`src/rtl/pc_unit.sv`:
```
// pc_unit: program counter for the HACK CPU datapath with a hardware return-address stack.
//
// The PC is a registered counter that supports clear, load, increment by STEP,
// call (push return address, jump) and return (pop into PC). out_o drives the
// instruction ROM address directly.
//
// Ports:
//   clk_i        - clock, all state updates on the rising edge
//   rst_n        - asynchronous active-low reset
//   in_i         - jump / call target address
//   clr_i        - synchronous clear of PC to RESET_VAL (highest priority)
//   call_i       - push PC + STEP, PC <= in_i
//   ret_i        - PC <= top of stack, pop
//   load_i       - PC <= in_i
//   inc_i        - PC <= PC + STEP (lowest priority)
//   out_o        - current PC (registered)
//   depth_cnt_o  - number of valid return-stack entries
//   full_o       - stack holds DEPTH entries
//   empty_o      - stack holds no entries
//   err_ovf_o    - one-cycle pulse: call rejected because the stack was full
//   err_unf_o    - one-cycle pulse: ret rejected because the stack was empty
//   wrap_o       - one-cycle pulse: inc / call return address wrapped past 2^WIDTH-1
//
// Op priority: clr > call > ret > load > inc > hold. Losing strobes are dropped silently.

module pc_unit #(
  parameter int unsigned      WIDTH     = 16,
  parameter int unsigned      STEP      = 1,
  parameter int unsigned      DEPTH     = 8,
  parameter logic [WIDTH-1:0] RESET_VAL = '0
) (
  input  logic                     clk_i,
  input  logic                     rst_n,
  input  logic [WIDTH-1:0]         in_i,
  input  logic                     clr_i,
  input  logic                     load_i,
  input  logic                     inc_i,
  input  logic                     call_i,
  input  logic                     ret_i,
  output logic [WIDTH-1:0]         out_o,
  output logic [$clog2(DEPTH):0]   depth_cnt_o,
  output logic                     full_o,
  output logic                     empty_o,
  output logic                     err_ovf_o,
  output logic                     err_unf_o,
  output logic                     wrap_o
);

  localparam int unsigned PtrW = $clog2(DEPTH);
  localparam int unsigned CntW = PtrW + 1;

  // STEP widened by one bit so the sum exposes the carry used for wrap.
  localparam logic [WIDTH:0]  StepExt = (WIDTH + 1)'(STEP);
  localparam logic [CntW-1:0] DepthCnt = CntW'(DEPTH);

  logic [WIDTH-1:0] pc_q, pc_d;
  logic [CntW-1:0]  cnt_q, cnt_d;
  logic             ovf_q, ovf_d;
  logic             unf_q, unf_d;
  logic             wrap_q, wrap_d;

  // Stack contents need no reset: entries are only read below depth_cnt.
  logic [WIDTH-1:0] stack_q [DEPTH];

  logic [WIDTH:0]   pc_sum;
  logic [WIDTH-1:0] pc_step;
  logic             pc_carry;
  logic             full, empty;
  logic             push_en;
  logic [PtrW-1:0]  push_idx;
  logic [PtrW-1:0]  pop_idx;

  assign pc_sum   = {1'b0, pc_q} + StepExt;
  assign pc_step  = pc_sum[WIDTH-1:0];
  assign pc_carry = pc_sum[WIDTH];

  assign full  = (cnt_q == DepthCnt);
  assign empty = (cnt_q == '0);

  // A push only happens when not full, so cnt_q < DEPTH and the low bits index
  // the next free slot. A pop only happens when not empty, so cnt_q - 1 >= 0.
  assign push_idx = PtrW'(cnt_q);
  assign pop_idx  = PtrW'(cnt_q - 1'b1);

  always_comb begin
    pc_d    = pc_q;
    cnt_d   = cnt_q;
    ovf_d   = 1'b0;
    unf_d   = 1'b0;
    wrap_d  = 1'b0;
    push_en = 1'b0;
    if (clr_i) begin
      pc_d = RESET_VAL;
    end else if (call_i) begin
      if (full) begin
        ovf_d = 1'b1;
      end else begin
        push_en = 1'b1;
        cnt_d   = cnt_q + 1'b1;
        pc_d    = in_i;
        wrap_d  = pc_carry;
      end
    end else if (ret_i) begin
      if (empty) begin
        unf_d = 1'b1;
      end else begin
        pc_d  = stack_q[pop_idx];
        cnt_d = cnt_q - 1'b1;
      end
    end else if (load_i) begin
      pc_d = in_i;
    end else if (inc_i) begin
      pc_d   = pc_step;
      wrap_d = pc_carry;
    end
  end

  always_ff @(posedge clk_i or negedge rst_n) begin
    if (!rst_n) begin
      pc_q   <= RESET_VAL;
      cnt_q  <= '0;
      ovf_q  <= 1'b0;
      unf_q  <= 1'b0;
      wrap_q <= 1'b0;
    end else begin
      pc_q   <= pc_d;
      cnt_q  <= cnt_d;
      ovf_q  <= ovf_d;
      unf_q  <= unf_d;
      wrap_q <= wrap_d;
    end
  end

  always_ff @(posedge clk_i) begin
    if (push_en) begin
      stack_q[push_idx] <= pc_step;
    end
  end

  assign out_o       = pc_q;
  assign depth_cnt_o = cnt_q;
  assign full_o      = full;
  assign empty_o     = empty;
  assign err_ovf_o   = ovf_q;
  assign err_unf_o   = unf_q;
  assign wrap_o      = wrap_q;

endmodule

```
`config.mk`:
```
export PLATFORM = sky130hd
export DESIGN_NAME = pc_unit
export DESIGN_NICKNAME = d
export VERILOG_FILES = /design/src/rtl/pc_unit.sv
export SDC_FILE = /design/constraint.sdc
export NUM_CORES = 1
export LEC_CHECK = 0
export ABC_CLOCK_PERIOD_IN_PS = 3800
export CAP_MARGIN = 10
export CORE_ASPECT_RATIO = 0.7
export CORE_MARGIN = 2
export CORE_UTILIZATION = 40
export CTS_CLUSTER_DIAMETER = 200
export DETAILED_ROUTE_END_ITERATION = 7
export GPL_TIMING_DRIVEN = 0
export HOLD_SLACK_MARGIN = 0.12
export PLACE_DENSITY = 0.69
export SETUP_SLACK_MARGIN = 0.15
export SLEW_MARGIN = 20
export SYNTH_ARGS = -nofsm -noshare
export SYNTH_HDL_FRONTEND = slang
export SYNTH_SLANG_ARGS = --single-unit
```
`constraint.sdc`:
```
create_clock -name clk_i -period 3.8 [get_ports clk_i]
set_clock_uncertainty 0.05 [all_clocks]
set_input_delay 0.76 -clock clk_i [delete_from_list [all_inputs] [get_ports clk_i]]
set_output_delay 0.76 -clock clk_i [all_outputs]
set_load 0.01 [all_outputs]
```
==> flow_summary.ini, run 1 <==
[run_status]
outcome = complete, no violations

[pwr]
leakage_nw = 2.84
peakVddDrop_mv = 0.402
power_density_mw_per_mm2 = 749

[worst_setup_path]
reg2reg_from = depth_cnt_o[0]
rr_worst_depth = 11
crit_arrival_ns = 2.71
crit_path_start_kind = flop
crit_fanout = 10
critPathRequiredTime_ns = 2.99
r2r-end = out_o[15]
endpoint_kind = primary output
crit_type = reg2out
r2r_slack_ns = 0.47

[drt]
drc = 0
final_antenna_net_count = 0
vias = 4324
totalWireLength_mm = 17.5
via_per_inst = 5.82
post_drt_wl_per_cell_microns = 23.5
drt_iter0_drc = 514
drtPass1Iterations = 5

[die]
io_pins = 48
rows = 39
die_h_microns = 112
die_w_microns = 158
start_util = 0.408
dieArea_sq_mm = 0.0177
core_region_area_sq_mm = 0.0163

[placement]
io_buffers = 44
pre_cts_ws_ns = 0.331
dpl_cell_area_sq_mm = 0.00753
dp_hpwl_mm = 12.6
place_congestion = 0.921

[cells_and_area]
drive_gt1_frac = 0.199
stdcell_area_sq_mm = 0.00817
multiInputGateArea_sq_mm = 0.00215
syn2layout_area_growth_pct = 22.9
diodes = 0
fillers = 1390
final_nets = 531
regArea_sq_mm = 0.00442

[cts]
htreeDepth = 4
clkSinkCount = 151
clock_latency_ns = 0.42
clk_pin_slew_ns = 0.06
cts_tree = done
cts_made_buffers = 17
root_buffer = clkbuf_16
clockBufferDepth = 2

[logic_synthesis]
yosys_warnings = 0
ys_seq_area_frac = 0.665
yosys_register_bits = 151
synth.distinct_cells = 62
async_reset_ff_frac = 0.152
post-synth-top-area-fraction = 0.578
synth-edff-count = 128
synth_area_leader_cell = edfxtp_1
yosysMostFrequentCell = edfxtp_1
synth.area.top_cells = edfxtp_1 58%, mux4_2 9.5%, dfrtp_1 8.7%
syn-num-nets = 456
postSynthCellCount = 430
synth_common_cells = 128 x edfxtp_1, 38 x nand2_1, 28 x mux4_2
ys.flop_type = edfxtp_1
syn_area_sq_mm = 0.00665
syn_area_per_cell_sq_um = 15.5

[sta]
finalMaxSlewViolations = 0
rsz0062_at_grt = no
layout_setup_ws_ns = 0.278
finalSetupViolCount = 0
finalHoldViolCount = 0
min_period_ns = 3.52
worstMarginPinSlew_ns = 0.870
slew_headroom = 0.416
finalCritPeriodShare = 0.927
max_freq_mhz = 284

[global_route]
grt_pass1_wl_mm = 26.4
grtUsageTotal = 0.210
grt_overflow = 0
grt_max_degree = 24
antenna_found_initial = 0
grt_pass1_vias = 4307

[run]
max-cap-violations = 0

[min_path]
hp-class = in2async
## layout by cell type, fill, tap and decap left out, drive strengths merged, types with 14 or more instances in the layout
master / netlist / routed
mux4: 28 / 28
a21oi: 14 / 14
clkbuf: 10 / 29
nor2: 14 / 14
clkdlybuf4s50: 0 / 43
nand2: 38 / 38
edfxtp: 128 / 128
mux2i: 15 / 15
buf: 13 / 25
dfrtp: 23 / 23
## power by group
part	internal (W)	switching (W)
Sequential	0.00210	0.000170
Clock	0.00104	0.000697
Combinational	0.000938	0.00118
## worst max-delay path, stage by stage (launching register included)
cell	delay [ns]
dfrtp_1	0.40
buf_4	0.21
buf_4	0.23
buf_6	0.18
inv_1	0.15
ha_4	0.22
nand3b_4	0.21
inv_4	0.15
clkdlybuf4s50_1	0.54
## worst max path at each step
stage | from | to | slack [ns] | cells past startpoint
after global placement | depth_cnt_o[0] | stack_q[2][4] | -1.04 | 8
after global routing | depth_cnt_o[0] | full_o | 0.15 | 8
after detailed placement | depth_cnt_o[0] | out_o[0] | 0.33 | 11
final | depth_cnt_o[0] | full_o | 0.28 | 8
after floorplan | depth_cnt_o[0] | stack_q[1][0] | 0.46 | 8
after CTS | depth_cnt_o[0] | full_o | 0.22 | 8
## final cells by class
class | count | share of cell area
multi-input cells | 246 | 0.263
inverters | 10 | 0.00490
clock inverters | 14 | 0.0211
flip-flops and latches | 151 | 0.541
repair buffers | 56 | 0.0685
clock buffers | 18 | 0.0525
plain buffers | 23 | 0.0149
well taps | 225 | 0.0345
## sequential cells by signal, indices dropped and copies added (netlist names)
name / flops
depth_cnt_o: 4
err_ovf_o: 1
err_unf_o: 1
out_o: 16
stack_q: 128
wrap_o: 1
## cells by family after synthesis
logic type | Yosys count | share of synthesized area
fa+ha+maj | 3 | 0.00565
buf+inv | 33 | 0.0237
compound gates | 74 | 0.0802
flops | 151 | 0.665
mux | 44 | 0.119
simple gates | 106 | 0.0805
xor+xnor | 19 | 0.0262
## timing repair
action / in CTS / in global routing
gates resized for setup: 4 / 3
buffers inserted: 0 / 0
endpoints found under the setup margin: 2 / 6
hold buffers: 0 / 0
## per-stage QoR
step	TNS [ns]	power, W	hold WS [ns]	utilization	cells
3_5_place_dp	0	0.00436	0.493	0.462	711
2_1_floorplan	0	0.00361	0.414	-	430
5_1_grt	0	0.00637	0.321	0.501	743
4_1_cts	0	0.00610	0.301	0.500	743
3_3_place_gp	-67.82	0.00428	0.473	0.453	699
6_report	0	0.00612	0.288	0.501	743
## per-layer routing
metal | up-vias | global-route usage | routed length, microns | part of all wire
met5 | - | 0 | 0 | 0
met4 | 0 | 0.0613 | 287 | 0.016
met3 | 29 | 0.0401 | 1750 | 0.10
met2 | 265 | 0.310 | 7920 | 0.45
met1 | 2168 | 0.319 | 7500 | 0.43
li1 | 1862 | - | - | -
Power figures use the tool's default switching activity.
==> run 2, diff against run 1 <==
- CAP_MARGIN: 10 -> 5
- GPL_TIMING_DRIVEN: 0 -> 1
==> flow_summary.ini, run 2 (same netlist as run 1, synthesis figures left out) <==
[run_status]
outcome = complete, no violations

[placement]
io_buffers = 47
dp_hpwl_mm = 12.2
place_congestion = 0.951
place_inst = 704

[sta]
rsz0062_at_grt = no
tns_ns = 0
finalSetupViolCount = 0
min_period_ns = 3.44
finalMaxSlewViolations = 0
finalCritPeriodShare = 0.905
worstMarginPinSlew_ns = 0.805
slew_headroom = 0.462
hold_ws_ns = 0.513
max_freq_mhz = 291
finalHoldViolCount = 0

[die]
dieArea_sq_mm = 0.0177
core_region_area_sq_mm = 0.0163
rows = 39
die_h_microns = 112
start_util = 0.408
io_pins = 48
die_w_microns = 158

[global_route]
grt_pass1_vias = 4284
grtUsageTotal = 0.213
antenna_found_initial = 0
grt_pass1_wl_mm = 26.9
grt_max_degree = 39
grt_overflow = 0

[cts]
clockBufferDepth = 2
cts_tree = done
root_buffer = clkbuf_16
htreeDepth = 4
cts_made_buffers = 17
post_cts_buffers = 0
post_cts_resized = 0
clkSinkCount = 151
clock_latency_ns = 0.43
ctsHoldBuffers = 0
clk_pin_slew_ns = 0.07

[drt]
wl_met1_mm = 7.77
met3_length_mm = 1.98
drtPass1Iterations = 5
drc = 0
post_drt_wl_per_cell_microns = 24.1
vias = 4213
via_per_inst = 5.72
top_layer = met4
totalWireLength_mm = 17.7
drt_iter0_drc = 501
final_antenna_net_count = 0
met2WireLength_mm = 7.68

[cells_and_area]
syn2layout_area_growth_pct = 22.6
fillers = 1372
multiInputGateArea_sq_mm = 0.00211
final_common_cell = edfxtp_1
diodes = 0
regArea_sq_mm = 0.00442
fin_util = 0.500
regMostFlops = stack_q
drive_gt1_frac = 0.196
largest_reg_flops = 128
layoutNonFillerInstCount = 736
final_nets = 524
layout_common_cells = 128 x edfxtp_1, 47 x clkdlybuf4s50_1, 38 x nand2_1, 28 x mux4_2, 24 x buf_4

[worst_setup_path]
critPathLaunch = depth_cnt_o[1]
endpoint_kind = primary output
reg2reg_from = depth_cnt_o[1]
crit_fanout = 9
critPathRequiredTime_ns = 2.99
path_cells = inv_1 -> ha_1 -> nor3b_1 -> clkdlybuf4s50_1
crit_type = reg2out
cp_slowest_cell = clkdlybuf4s50_1
critPathMaxStageDelay_ns = 0.65
path_buf_inv = 2
r2r_slack_ns = 0.94
crit_arrival_ns = 2.63
crit_path_start_kind = flop
crit_family = buffers and inverters

[min_path]
holdCritStartpoint = depth_cnt_o[3]
hp-class = reg2reg

[pwr]
peakVddDrop_mv = 0.334
leakage_nw = 2.84
power_w = 0.00624
power_density_mw_per_mm2 = 765

[run]
max-cap-violations = 0
## run 2: cell types whose count changed in the layout (fill, tap and decap cells not counted), sizes merged
| cell | change |
|---|---|
| clkinvlp | -1 |
| inv | +4 |
| clkinv | -2 |
| clkdlybuf4s50 | +4 |
| clkbuf | -12 |
## run 2: path summary, 6_finish.rpt
check,cells after the start,to
max,4,empty_o
min,1,depth_cnt_o[3]
max reg2reg,8,out_o[15]
min reg2reg,1,depth_cnt_o[3]
max in group asynchronous,2,depth_cnt_o[0]
min in group asynchronous,2,out_o[13]
## run 2: metal layers
metal  up-vias  GRT usage
met1      2117      0.330
met5         -          0
li1       1845          -
met2       231      0.292
met4         0     0.0667
met3        20     0.0584
## run 2: worst register-to-register path, delay by kind of cell, from the launching register on
kind / cells / cell delay (ns)
compound gates: 3 / 0.59
fa+ha+maj: 1 / 0.69
buf+inv: 2 / 0.49
flops: 1 / 0.59
mux: 1 / 0.26
simple gates: 1 / 0.07
## run 2: area by class of cell
cell class                 instances  share of cell area
multi-input combinational        246               0.259
clock buffer                      17              0.0522
clock inverter                    15              0.0255
timing repair buffer              72              0.0823
inverter                          10             0.00461
sequential                       151               0.542
tap                              225              0.0345
## run 2: stage by stage
stage	worst slack (ns)	instance area, sq um
after floorplan	0.456	6660
after global placement	0.838	7520
after detailed placement	0.795	7520
after CTS	0.328	8150
after global routing	0.213	8150
final	0.362	8150
## run 2: power breakdown
part	leakage, nW	internal, W	switching (W)	total [W]
logic	1.07	0.000950	0.00117	0.00212
clock network	0.304	0.00106	0.000748	0.00181
registers	1.47	0.00210	0.000206	0.00230
total	2.84	0.00411	0.00213	0.00624
==> run 3, diff against run 2 <==
- ABC_CLOCK_PERIOD_IN_PS: 3800 -> 3100
- clock period: 3.8 -> 3.1 ns (I/O delays scaled with it)
==> flow_summary.ini, run 3 (same netlist as run 1, synthesis figures left out) <==
[worst_setup_path]
critPathMaxStageDelay_ns = 0.59
path_cells = inv_1 -> ha_2 -> nor3b_4 -> clkdlybuf4s50_1
cp_slowest_cell = clkdlybuf4s50_1
critPathRequiredTime_ns = 2.43
crit_type = reg2out
crit_arrival_ns = 2.14
rr_worst_depth = 6
endpoint_kind = primary output
reg2reg_from = depth_cnt_o[0]
r2r_slack_ns = 0.69
crit_fanout = 5
crit_path_start_kind = flop
r2r-end = out_o[10]

[drt]
post_drt_wl_per_cell_microns = 24.3
vias = 4381
drc = 0
final_antenna_net_count = 0
drt_iter0_drc = 584
totalWireLength_mm = 18.1
drtPass1Iterations = 6
via_per_inst = 5.90

[cells_and_area]
diodes = 0
largest_reg_flops = 128
final_common_cell = edfxtp_1
syn2layout_area_growth_pct = 23.1
fin_util = 0.502
regMostFlops = stack_q
final_nets = 531
layout_common_cells = 128 x edfxtp_1, 47 x clkdlybuf4s50_1, 38 x nand2_1, 31 x buf_4, 28 x mux4_2
drive_gt1_frac = 0.212

[placement]
place_congestion = 0.981
dp_hpwl_mm = 12.3
io_buffers = 47
pre_cts_ws_ns = 0.294

[die]
die_w_microns = 158
die_h_microns = 112
core_region_area_sq_mm = 0.0163
start_util = 0.408
rows = 39
io_pins = 48
dieArea_sq_mm = 0.0177

[sta]
rsz0062_at_grt = no
finalCritPeriodShare = 0.906
layout_setup_ws_ns = 0.290
slew_headroom = 0.497
finalHoldViolCount = 0
finalMaxSlewViolations = 0
min_period_ns = 2.81
max_freq_mhz = 356
finalSetupViolCount = 0
tns_ns = 0
hold_ws_ns = 0.517
worstMarginPinSlew_ns = 0.751

[cts]
cts_made_buffers = 17
clock_latency_ns = 0.43
post_cts_buffers = 0
clockBufferDepth = 2
clkSinkCount = 151
root_buffer = clkbuf_16
cts_tree = done
clk_pin_slew_ns = 0.07
htreeDepth = 4

[min_path]
hp-class = in2async

[global_route]
grt_pass1_wl_mm = 27.6
antenna_found_initial = 0
grtUsageTotal = 0.218
grt_pass1_vias = 4381
grt_overflow = 0
grt_max_degree = 39

[pwr]
peakVddDrop_mv = 0.470
power_density_mw_per_mm2 = 920
power_w = 0.00753
leakage_nw = 2.87

[run_status]
outcome = complete, no violations

[run]
max-cap-violations = 0
run 3: cell types whose count changed in the layout (fill, tap and decap cells not counted), moves of 2 or more:
cell        before  now
buf_4           24   31
bufinv_16        3    0
clkinv_4         1    4
clkinv_8         1    4
inv_8            5    2
clkinvlp_4       2    0
inv_6            2    4
run 3: worst max-delay path: cells and delay by family, from the launching register on:
family,cells,cell delay (ns)
adders and majority gates,1,0.30
buffers and inverters,2,0.70
DFF,1,0.40
and+or+nand+nor,1,0.31
run 3: power breakdown:
part / total (W) / internal [W] / switching (W)
registers: 0.00277 / 0.00257 / 0.000200
logic: 0.00270 / 0.00119 / 0.00151
clock network: 0.00206 / 0.00109 / 0.000974
total: 0.00753 / 0.00484 / 0.00268
run 3: repair_timing:
| action | 4_1_cts | 5_1_grt |
|---|---|---|
| endpoints found under the setup margin | 1 | 1 |
| resized for setup | 2 | 1 |
| pin swaps | 0 | 0 |
| endpoints found under the hold margin | 0 | 0 |
| cloned | 0 | 0 |
| hold buffers | 0 | 0 |
run 3: how the worst max path moves through the flow:
stage | slack (ns) | cells past startpoint | endpoint | start
3_5_place_dp | 0.29 | 6 | out_o[11] | call_i
3_3_place_gp | 0.31 | 5 | stack_q[6][6] | call_i
4_1_cts | 0.19 | 4 | empty_o | depth_cnt_o[0]
5_1_grt | 0.19 | 4 | empty_o | depth_cnt_o[0]
2_1_floorplan | -0.24 | 8 | stack_q[1][0] | depth_cnt_o[0]
6_report | 0.29 | 4 | empty_o | depth_cnt_o[0]
run 3: area by class of cell:
class,instances,area (sq um)
repair buffers,79,723
clock buffers,17,425
fillers,1359,8120
multi-input cells,246,2120
clock inverters,15,174
flip-flops and latches,151,4420
inverters,10,37.5
well taps,225,282
run 3: metrics by stage:
stage / std cells / instance area (sq um)
final: 743 / 8180
after detailed placement: 711 / 7570
after floorplan: 430 / 6660
after global placement: 711 / 7570
after global routing: 743 / 8180
after CTS: 743 / 8180
run 3: layer usage:
metal	vias to the layer above	wire length [microns]	track usage
met1	2254	8270	0.339
met4	0	357	0.0649
met5	-	0	0
met2	233	7730	0.297
li1	1856	-	-
met3	38	1700	0.0592
